File: src/rtl/if_fetch.sv
// ----------------------------------------------------------------------------
// if_fetch
//   Instruction-fetch stage sitting right after the PC register. Launches one
//   instruction-memory read per instruction (never more than one in flight,
//   memory latency is variable), presents the fetch bundle {pc, instr, pc+4}
//   to decode through a valid/ready handshake, and tells the PC path when it
//   must hold. A redirect (flush) discards any in-flight or held fetch.
//
// Ports
//   clk          in   clock, all state updates on posedge
//   rst          in   synchronous active-high reset
//   i_pc         in   current PC from the PC register
//   flush        in   redirect from EX, kills the current fetch
//   imem_req     out  one-cycle read request strobe
//   imem_addr    out  read address, meaningful while imem_req=1
//   imem_rvalid  in   read data valid, at most one per request
//   imem_rdata   in   read data
//   o_valid      out  fetch bundle valid to decode
//   id_ready     in   decode accepts the bundle this cycle
//   o_pc         out  PC of the bundle
//   o_instr      out  fetched instruction (NOP when no valid fetch)
//   o_pc_next    out  o_pc + 4, wrapping modulo 2^ADDR_W
//   o_exc_adel   out  bundle carries a misaligned-PC fault
//   pc_hold      out  1 = PC path must not advance this cycle
// ----------------------------------------------------------------------------
module if_fetch #(
   parameter int                 ADDR_W  = 32,
   parameter int                 INSTR_W = 32,
   parameter logic [INSTR_W-1:0] NOP     = {INSTR_W{1'b0}}
) (
   input  logic               clk,
   input  logic               rst,
   input  logic [ADDR_W-1:0]  i_pc,
   input  logic               flush,
   output logic               imem_req,
   output logic [ADDR_W-1:0]  imem_addr,
   input  logic               imem_rvalid,
   input  logic [INSTR_W-1:0] imem_rdata,
   output logic               o_valid,
   input  logic               id_ready,
   output logic [ADDR_W-1:0]  o_pc,
   output logic [INSTR_W-1:0] o_instr,
   output logic [ADDR_W-1:0]  o_pc_next,
   output logic               o_exc_adel,
   output logic               pc_hold
);

   localparam logic [1:0] S_IDLE = 2'd0;
   localparam logic [1:0] S_WAIT = 2'd1;
   localparam logic [1:0] S_HOLD = 2'd2;
   localparam logic [1:0] S_DROP = 2'd3;

   localparam logic [ADDR_W-1:0] PC_INC = ADDR_W'(3'd4);

   logic [1:0]         r_state;
   logic [ADDR_W-1:0]  r_req_pc;
   logic               r_valid;
   logic [ADDR_W-1:0]  r_pc;
   logic [INSTR_W-1:0] r_instr;
   logic [ADDR_W-1:0]  r_pc_next;
   logic               r_exc_adel;

   logic w_launch;
   logic w_aligned;
   logic w_issue;
   logic w_fault;

   // Launch decision: a slot opens in IDLE, or in HOLD when decode takes the
   // bundle. Reset and redirect both suppress the launch so the PC holds.
   always_comb begin
      w_launch  = 1'b0;
      w_aligned = (i_pc[1:0] == 2'b00);
      if (rst || flush) begin
         w_launch = 1'b0;
      end else if (r_state == S_IDLE) begin
         w_launch = 1'b1;
      end else if ((r_state == S_HOLD) && id_ready) begin
         w_launch = 1'b1;
      end else begin
         w_launch = 1'b0;
      end
      w_issue = w_launch && w_aligned;
      w_fault = w_launch && !w_aligned;
   end

   // Memory request and PC-hold strobes; a misaligned PC launches a fault
   // bundle instead of a read, which still lets the PC advance.
   always_comb begin
      imem_req  = w_issue;
      imem_addr = i_pc;
      pc_hold   = !w_launch;
   end

   // Fetch state machine and the registered bundle presented to decode.
   always_ff @(posedge clk) begin
      if (rst) begin
         r_state    <= S_IDLE;
         r_req_pc   <= {ADDR_W{1'b0}};
         r_valid    <= 1'b0;
         r_pc       <= {ADDR_W{1'b0}};
         r_instr    <= NOP;
         r_pc_next  <= {ADDR_W{1'b0}};
         r_exc_adel <= 1'b0;
      end else begin
         case (r_state)
            S_IDLE: begin
               // Any rvalid seen here is an orphan from before reset: ignore it.
               if (w_issue) begin
                  r_req_pc <= i_pc;
                  r_state  <= S_WAIT;
               end else if (w_fault) begin
                  r_valid    <= 1'b1;
                  r_pc       <= i_pc;
                  r_instr    <= NOP;
                  r_pc_next  <= i_pc + PC_INC;
                  r_exc_adel <= 1'b1;
                  r_state    <= S_HOLD;
               end else begin
                  r_state <= S_IDLE;
               end
            end
            S_WAIT: begin
               if (imem_rvalid && !flush) begin
                  r_valid    <= 1'b1;
                  r_pc       <= r_req_pc;
                  r_instr    <= imem_rdata;
                  r_pc_next  <= r_req_pc + PC_INC;
                  r_exc_adel <= 1'b0;
                  r_state    <= S_HOLD;
               end else if (flush && !imem_rvalid) begin
                  // Response still owed: wait for it so it cannot be mistaken
                  // for the answer to the next request.
                  r_state <= S_DROP;
               end else if (flush) begin
                  r_state <= S_IDLE;
               end else begin
                  r_state <= S_WAIT;
               end
            end
            S_HOLD: begin
               if (flush) begin
                  r_valid    <= 1'b0;
                  r_instr    <= NOP;
                  r_exc_adel <= 1'b0;
                  r_state    <= S_IDLE;
               end else if (w_issue) begin
                  r_valid    <= 1'b0;
                  r_instr    <= NOP;
                  r_exc_adel <= 1'b0;
                  r_req_pc   <= i_pc;
                  r_state    <= S_WAIT;
               end else if (w_fault) begin
                  r_valid    <= 1'b1;
                  r_pc       <= i_pc;
                  r_instr    <= NOP;
                  r_pc_next  <= i_pc + PC_INC;
                  r_exc_adel <= 1'b1;
                  r_state    <= S_HOLD;
               end else begin
                  r_state <= S_HOLD;
               end
            end
            S_DROP: begin
               if (imem_rvalid) begin
                  r_state <= S_IDLE;
               end else begin
                  r_state <= S_DROP;
               end
            end
            default: begin
               r_state <= S_IDLE;
            end
         endcase
      end
   end

   assign o_valid    = r_valid;
   assign o_pc       = r_pc;
   assign o_instr    = r_instr;
   assign o_pc_next  = r_pc_next;
   assign o_exc_adel = r_exc_adel;

endmodule

File: config.mk
export PLATFORM = sky130hd
export DESIGN_NAME = if_fetch
export DESIGN_NICKNAME = d
export VERILOG_FILES = /design/src/rtl/if_fetch.sv
export SDC_FILE = /design/constraint.sdc
export NUM_CORES = 1
export LEC_CHECK = 0
export ABC_AREA = 1
export BUFFER_PORTS_ARGS = -buffer_cell sky130_fd_sc_hd__buf_2
export CORE_ASPECT_RATIO = 1.4
export CORE_UTILIZATION = 56
export DETAILED_ROUTE_END_ITERATION = 16
export PLACE_DENSITY = 0.86
export SLEW_MARGIN = 20
export SYNTH_ARGS = -nofsm -noshare
export SYNTH_HDL_FRONTEND = slang
export SYNTH_SLANG_ARGS = --single-unit
File: constraint.sdc
create_clock -name clk -period 4.34 [get_ports clk]
set_input_delay 0.217 -clock clk [delete_from_list [all_inputs] [get_ports clk]]
set_output_delay 0.217 -clock clk [all_outputs]
set_load 0.01 [all_outputs]
After elaboration in Yosys (flattened, before gate mapping)
Index checks and enable logic that the tools add are counted.

Register bits after elaboration: 132. Input port bits: 69.

Add/sub/neg operators: 2. Mux-type cells: 43. Reduce and logical (&&, ||, !) cells: 17. Equality and inequality tests: 6.

Operators by type and width (count): $mux 32 (15); $pmux 32 s3 (3); $add 32x3->32 const B (2); $pmux 32 s2 (1); $mux 1 (14); $mux 2 (7); $pmux 2 s4 (1); $ne 2x2->1 const B (3); $pmux 1 s3 (2); $reduce_and 3->1 (2); $logic_and 1x1->1 (5); $eq 2x2->1 const B (2); $logic_not 1->1 (4); $logic_not 2->1 (2); $reduce_bool 3->1 (1); $eq 2x1->1 const B (1); $reduce_and 2->1 (1); $reduce_bool 2->1 (1); $logic_or 1x1->1 (1).

Depth between registers and ports, before layout
Depth in word-level cells: 10. Mapped depth: 16.

Least setup slack after synthesis
No wires, ideal clock.

Path type: flip-flop to flip-flop. From: register r_state[1]. To: register r_pc_next[28], in the netlist o_pc_next[28]. Arrival time: 1.917 ns. Path buffers: 1. Required time: 4.231 ns. Cell stages (with the launch flop): 16. Slack: 2.314 ns. Period minus slack after synthesis: 2.026 ns. Path through: dfxtp_1 -> inv_1 -> ha_1 -> buf_4 -> nand2_1 -> o21ai_1 -> ha_1 -> nand2_1 -> nor2_1 -> nand2_1 -> nor2_1 -> nand2_1 -> nand2_1 -> nand3_1 -> nand2_1 -> inv_1.

Word-level cells in the longest chain between the ends: 10. Elaborated cells on any way between the ends: 17. Classes of those cells: eq/ne (4); mux (7); reduce/logical (6).

Ends and longest elaborated chain: start: declaration (RTL line 55) `logic [1:0] r_state;`; start signal: assignment (RTL line 97) `r_state <= S_IDLE;`; start signal: assignment (RTL line 110) `r_state <= S_WAIT;`; start signal: assignment (RTL line 117) `r_state <= S_HOLD;`; $eq 2x2->1 (RTL line 77, 105); $logic_and 1x1->1 (RTL line 77) `end else if ((r_state == S_HOLD) && id_ready) begin`; $mux 1 (RTL line 77); $mux 1 (RTL line 75) `end else if (r_state == S_IDLE) begin`; $mux 1 (RTL line 73) `if (rst || flush) begin`; $logic_and 1x1->1 (RTL line 83) `w_fault = w_launch && !w_aligned;`; $mux 32 (3 in series); $pmux 32 s3 (RTL line 105) `case (r_state)`; end signal: assignment (RTL line 102) `r_pc_next <= {ADDR_W{1'b0}};`; end signal: assignment (RTL line 115) `r_pc_next <= i_pc + PC_INC;`; end signal: assignment (RTL line 127) `r_pc_next <= r_req_pc + PC_INC;`; end: declaration (RTL line 60) `logic [ADDR_W-1:0] r_pc_next;`.

Several ways; a longest one is shown, not always the timed one. The select of a mux whose other input is x is not followed. A chain may end at the register's enable or synchronous reset.

Worst setup path in the final report
From: register r_state[1]. To: register r_instr[8], in the netlist o_instr[8].

Word-level cells in the longest chain between the ends: 10. Elaborated cells on any way between the ends: 18. Classes of those cells: eq/ne (4); mux (8); reduce/logical (6).

Ends and longest elaborated chain: $eq 2x2->1 (RTL line 77, 105); $logic_and 1x1->1 (RTL line 77); $mux 1 (RTL line 77); $mux 1 (RTL line 75); $mux 1 (RTL line 73); $logic_and 1x1->1 (RTL line 83); $mux 32; $mux 32 (RTL line 146) `end else if (w_issue) begin`; $mux 32 (RTL line 141) `if (flush) begin`; $pmux 32 s3 (RTL line 105); end signal: assignment (RTL line 126) `r_instr <= imem_rdata;`; end: declaration (RTL line 59) `logic [INSTR_W-1:0] r_instr;`.

Several ways; a longest one is shown, not always the timed one. The select of a mux whose other input is x is not followed.

==> run summary <==
status = complete, no violations
CTS resizes = 0
Crit Reg-Reg Startpoint = r_state[1]
total power draw = 3.385 mW
RSZ-0062 raised after global routing = no
area leader, netlist = dfxtp_1
slowest CP cell = nand2_1
CTS tree = built
Critical Path Source Type = register
initial drt markers = 512
post-synth top area share = 38.21%
Synth top cells by count = nand2_1 (260), nor2_1 (214), dfxtp_1 (130), inv_1 (109), nand3_1 (92)
Yosys cell types = 32
VDD IR max = 0.3411 mV
Num Clock Sinks = 130
Max Freq = 307.7 MHz
prevailing post-synth register cell = dfxtp_1
min Tclk post-route = 3.250 ns
FF-to-FF End = o_instr[8]
Initial Util = 57.62%
delay-heaviest family, CP = simple AND/OR/NAND/NOR gates
ranking of synthesized cells by area = dfxtp_1 (38%), nand2_1 (14%), nor2_1 (12%)
critical path capture point = o_instr[8]
Hold Slack = 0.07661 ns
area grow syn2layout = 21.04%
Final Max Tran Viols = 0
WS Path Type = register to register
Post-CTS Hold Buffers = 0
# DRC = 0
diode count = 0
GRT Total Usage = 30.39%
die area = 12,610 µm²
worst path cell trace = inv_1 -> ha_2 -> inv_2 -> o21ai_1 -> inv_1 -> nand2_1 -> nor2_2 -> buf_4 -> inv_1 -> nand2_1 -> nor2_1 -> nor2_1 -> nor2_1
Crit. End Element = register
first-pass GRT wire length = 30.28 mm
WP buf/inv = 5
row count = 47
Pleak = 4.102 nW
skew final = 0.006599 ns
final core utilization = 69.74%
arrival time at the worst endpoint = 3.53 ns
crit-path max cell delay = 0.84 ns
DR vias = 7,274
number of synthesized register bits = 130
Final period util = 74.89%
routed vias/inst = 5.290
total wire length = 18.96 mm
Port Buf Inserts = 200
Core Footprint = 11,820 µm²
Post-Syn Area = 6810 µm²
Synth Net Count = 1,154
endpoints failing setup = 0
CTS Buf Count = 17
H-tree levels = 4
remaining antenna violation count = 0
vias in the first global route = 6,536
Synth Warn # = 0
Crit path depth = 13
CP max FO = 35
router iterations before antenna repair = 5
CP Launch Point = r_state[1]
max_cap viols = 0
Reg2Reg Setup Slack = 1.09 ns
relative slew slack = 24.22%
Seq/Total Area, Yosys = 38.21%
grt ovf = 0
Die X-Extent = 95.20 µm
CTS clk-pin slew, worst paths = 0.06 ns
Root Buffer = clkbuf_16
Ports = 201
Hold Path Class = primary input to register
worst skew pair latency = 0.42 ns
most frequent cell after synthesis = nand2_1
number of synthesized flops with an enable pin = 0
Routed wire per std cell = 13.79 µm
critical path data required time = 4.62 ns
syn_area_per_cell = 6.318 µm²
setup_tns = 0 ns
pwr dens = 410.7 nW/µm²
R2R depth = 13
async set-reset flop share out of synthesis = 0%
share of post-route cells with drive strength above 1 = 20.68%
Final HPWL DP = 12.83 mm
Die Y = 132.5 µm
Placer Congestion = 0.9368
Worst-Margin Slew = 1.134 ns
largest net degree at the start of global routing = 99
Post-CTS Setup Bufs = 0
fin nets = 1,291
Post-Synthesis Cells = 1,078
initial antenna violation count = 1
clk buf depth = 2
Fin. Hold Viols = 0
## how the worst min path moves through the flow
| stage | endpoint | slack [ns] | depth (start not counted) | startpoint |
|---|---|---|---|---|
| final | r_req_pc[4] | 0.08 | 3 | i_pc[4] |
| after global routing | r_req_pc[4] | 0.07 | 3 | i_pc[4] |
| after CTS | r_req_pc[7] | 0.07 | 3 | i_pc[7] |
| after detailed placement | r_req_pc[15] | 0.44 | 2 | r_req_pc[15] |
| after global placement | r_req_pc[25] | 0.43 | 2 | r_req_pc[25] |
| after floorplan | r_req_pc[28] | 0.36 | 2 | i_pc[28] |
## per-layer routing
metal  vias up  track usage, %  share of wire, %
li1       3607               -                 -
met1      3263           36.19                39
met2       351           51.03                49
met3        51           7.414               8.2
met4         2           12.96               3.4
met5         -               0             0.069
## cell families after synthesis
kind of cell	count (synthesis)	share of synthesized area, %
fa+ha+maj	7	1.286
flops	130	38.21
simple gates	594	35.57
xor+xnor	6	0.7716
buf+inv	204	13.76
compound gates	137	10.40
## area by class of cell
| cell class | instances | area (µm²) |
|---|---|---|
| fillers | 1025 | 3577 |
| multi-input cells | 744 | 3273 |
| flip-flops and latches | 130 | 2603 |
| repair buffers | 208 | 1074 |
| clock buffers | 24 | 511.7 |
| inverters | 114 | 427.9 |
| well taps | 147 | 183.9 |
| clock inverters | 8 | 170.2 |
## worst reg2reg max path, stage by stage, from the launching register on
cell and delay, ns:
dfxtp_1 0.36, inv_1 0.07, ha_2 0.18, inv_2 0.44, o21ai_1 0.18, inv_1 0.13, nand2_1 0.11, nor2_2 0.08
buf_4 0.31, inv_1 0.13, nand2_1 0.84, nor2_1 0.11, nor2_1 0.12, nor2_1 0.04
## where the power goes
| group | internal (mW) | switching [mW] |
|---|---|---|
| Combinational | 0.151 | 0.302 |
| Sequential | 1.26 | 0.0331 |
| Clock | 1.11 | 0.529 |
## placed cells by master, fill, tap and decap left out
cell type	Yosys	layout
clkinv_2	0	1
ha_2	0	1
nor2_1	214	214
a31oi_1	6	6
nand3b_1	2	2
clkbuf_16	0	17
inv_2	3	3
nand3_1	92	92
nor3_1	7	7
a21boi_0	1	1
clkinv_1	2	2
xnor2_1	1	1
nand2_1	260	260
inv_1	109	109
dfxtp_1	130	130
clkbuf_8	0	6
o211ai_1	2	2
o21ai_1	4	4
nand3_2	1	1
nor2_2	4	4
ha_1	7	6
nand2_2	3	3
a21oi_1	60	60
and2_1	1	1
xor2_1	5	5
buf_4	37	7
a211oi_1	3	3
nor2_4	2	2
buf_12	0	1
buf_2	20	200
bufinv_16	0	5
clkinvlp_4	0	2
o21ai_0	61	61
and2_0	1	1
or2_2	1	1
nand4_1	6	6
clkbuf_1	28	1
## state kept, by name, indices dropped and copies added, names as in the netlist
name,count
o_exc_adel,1
o_pc_next,32
r_state,2
o_pc,30
r_req_pc,32
o_valid,1
o_instr,32
## per-stage QoR
stage,worst slack [ns],instance area (µm²),cells
2_1_floorplan,2.314,6810,1078
3_3_place_gp,1.275,7561,1343
3_5_place_dp,1.118,7561,1343
4_1_cts,1.110,8243,1375
5_1_grt,0.7913,8243,1375
6_report,1.090,8243,1375
No activity file was read; power rests on OpenSTA's default activity.
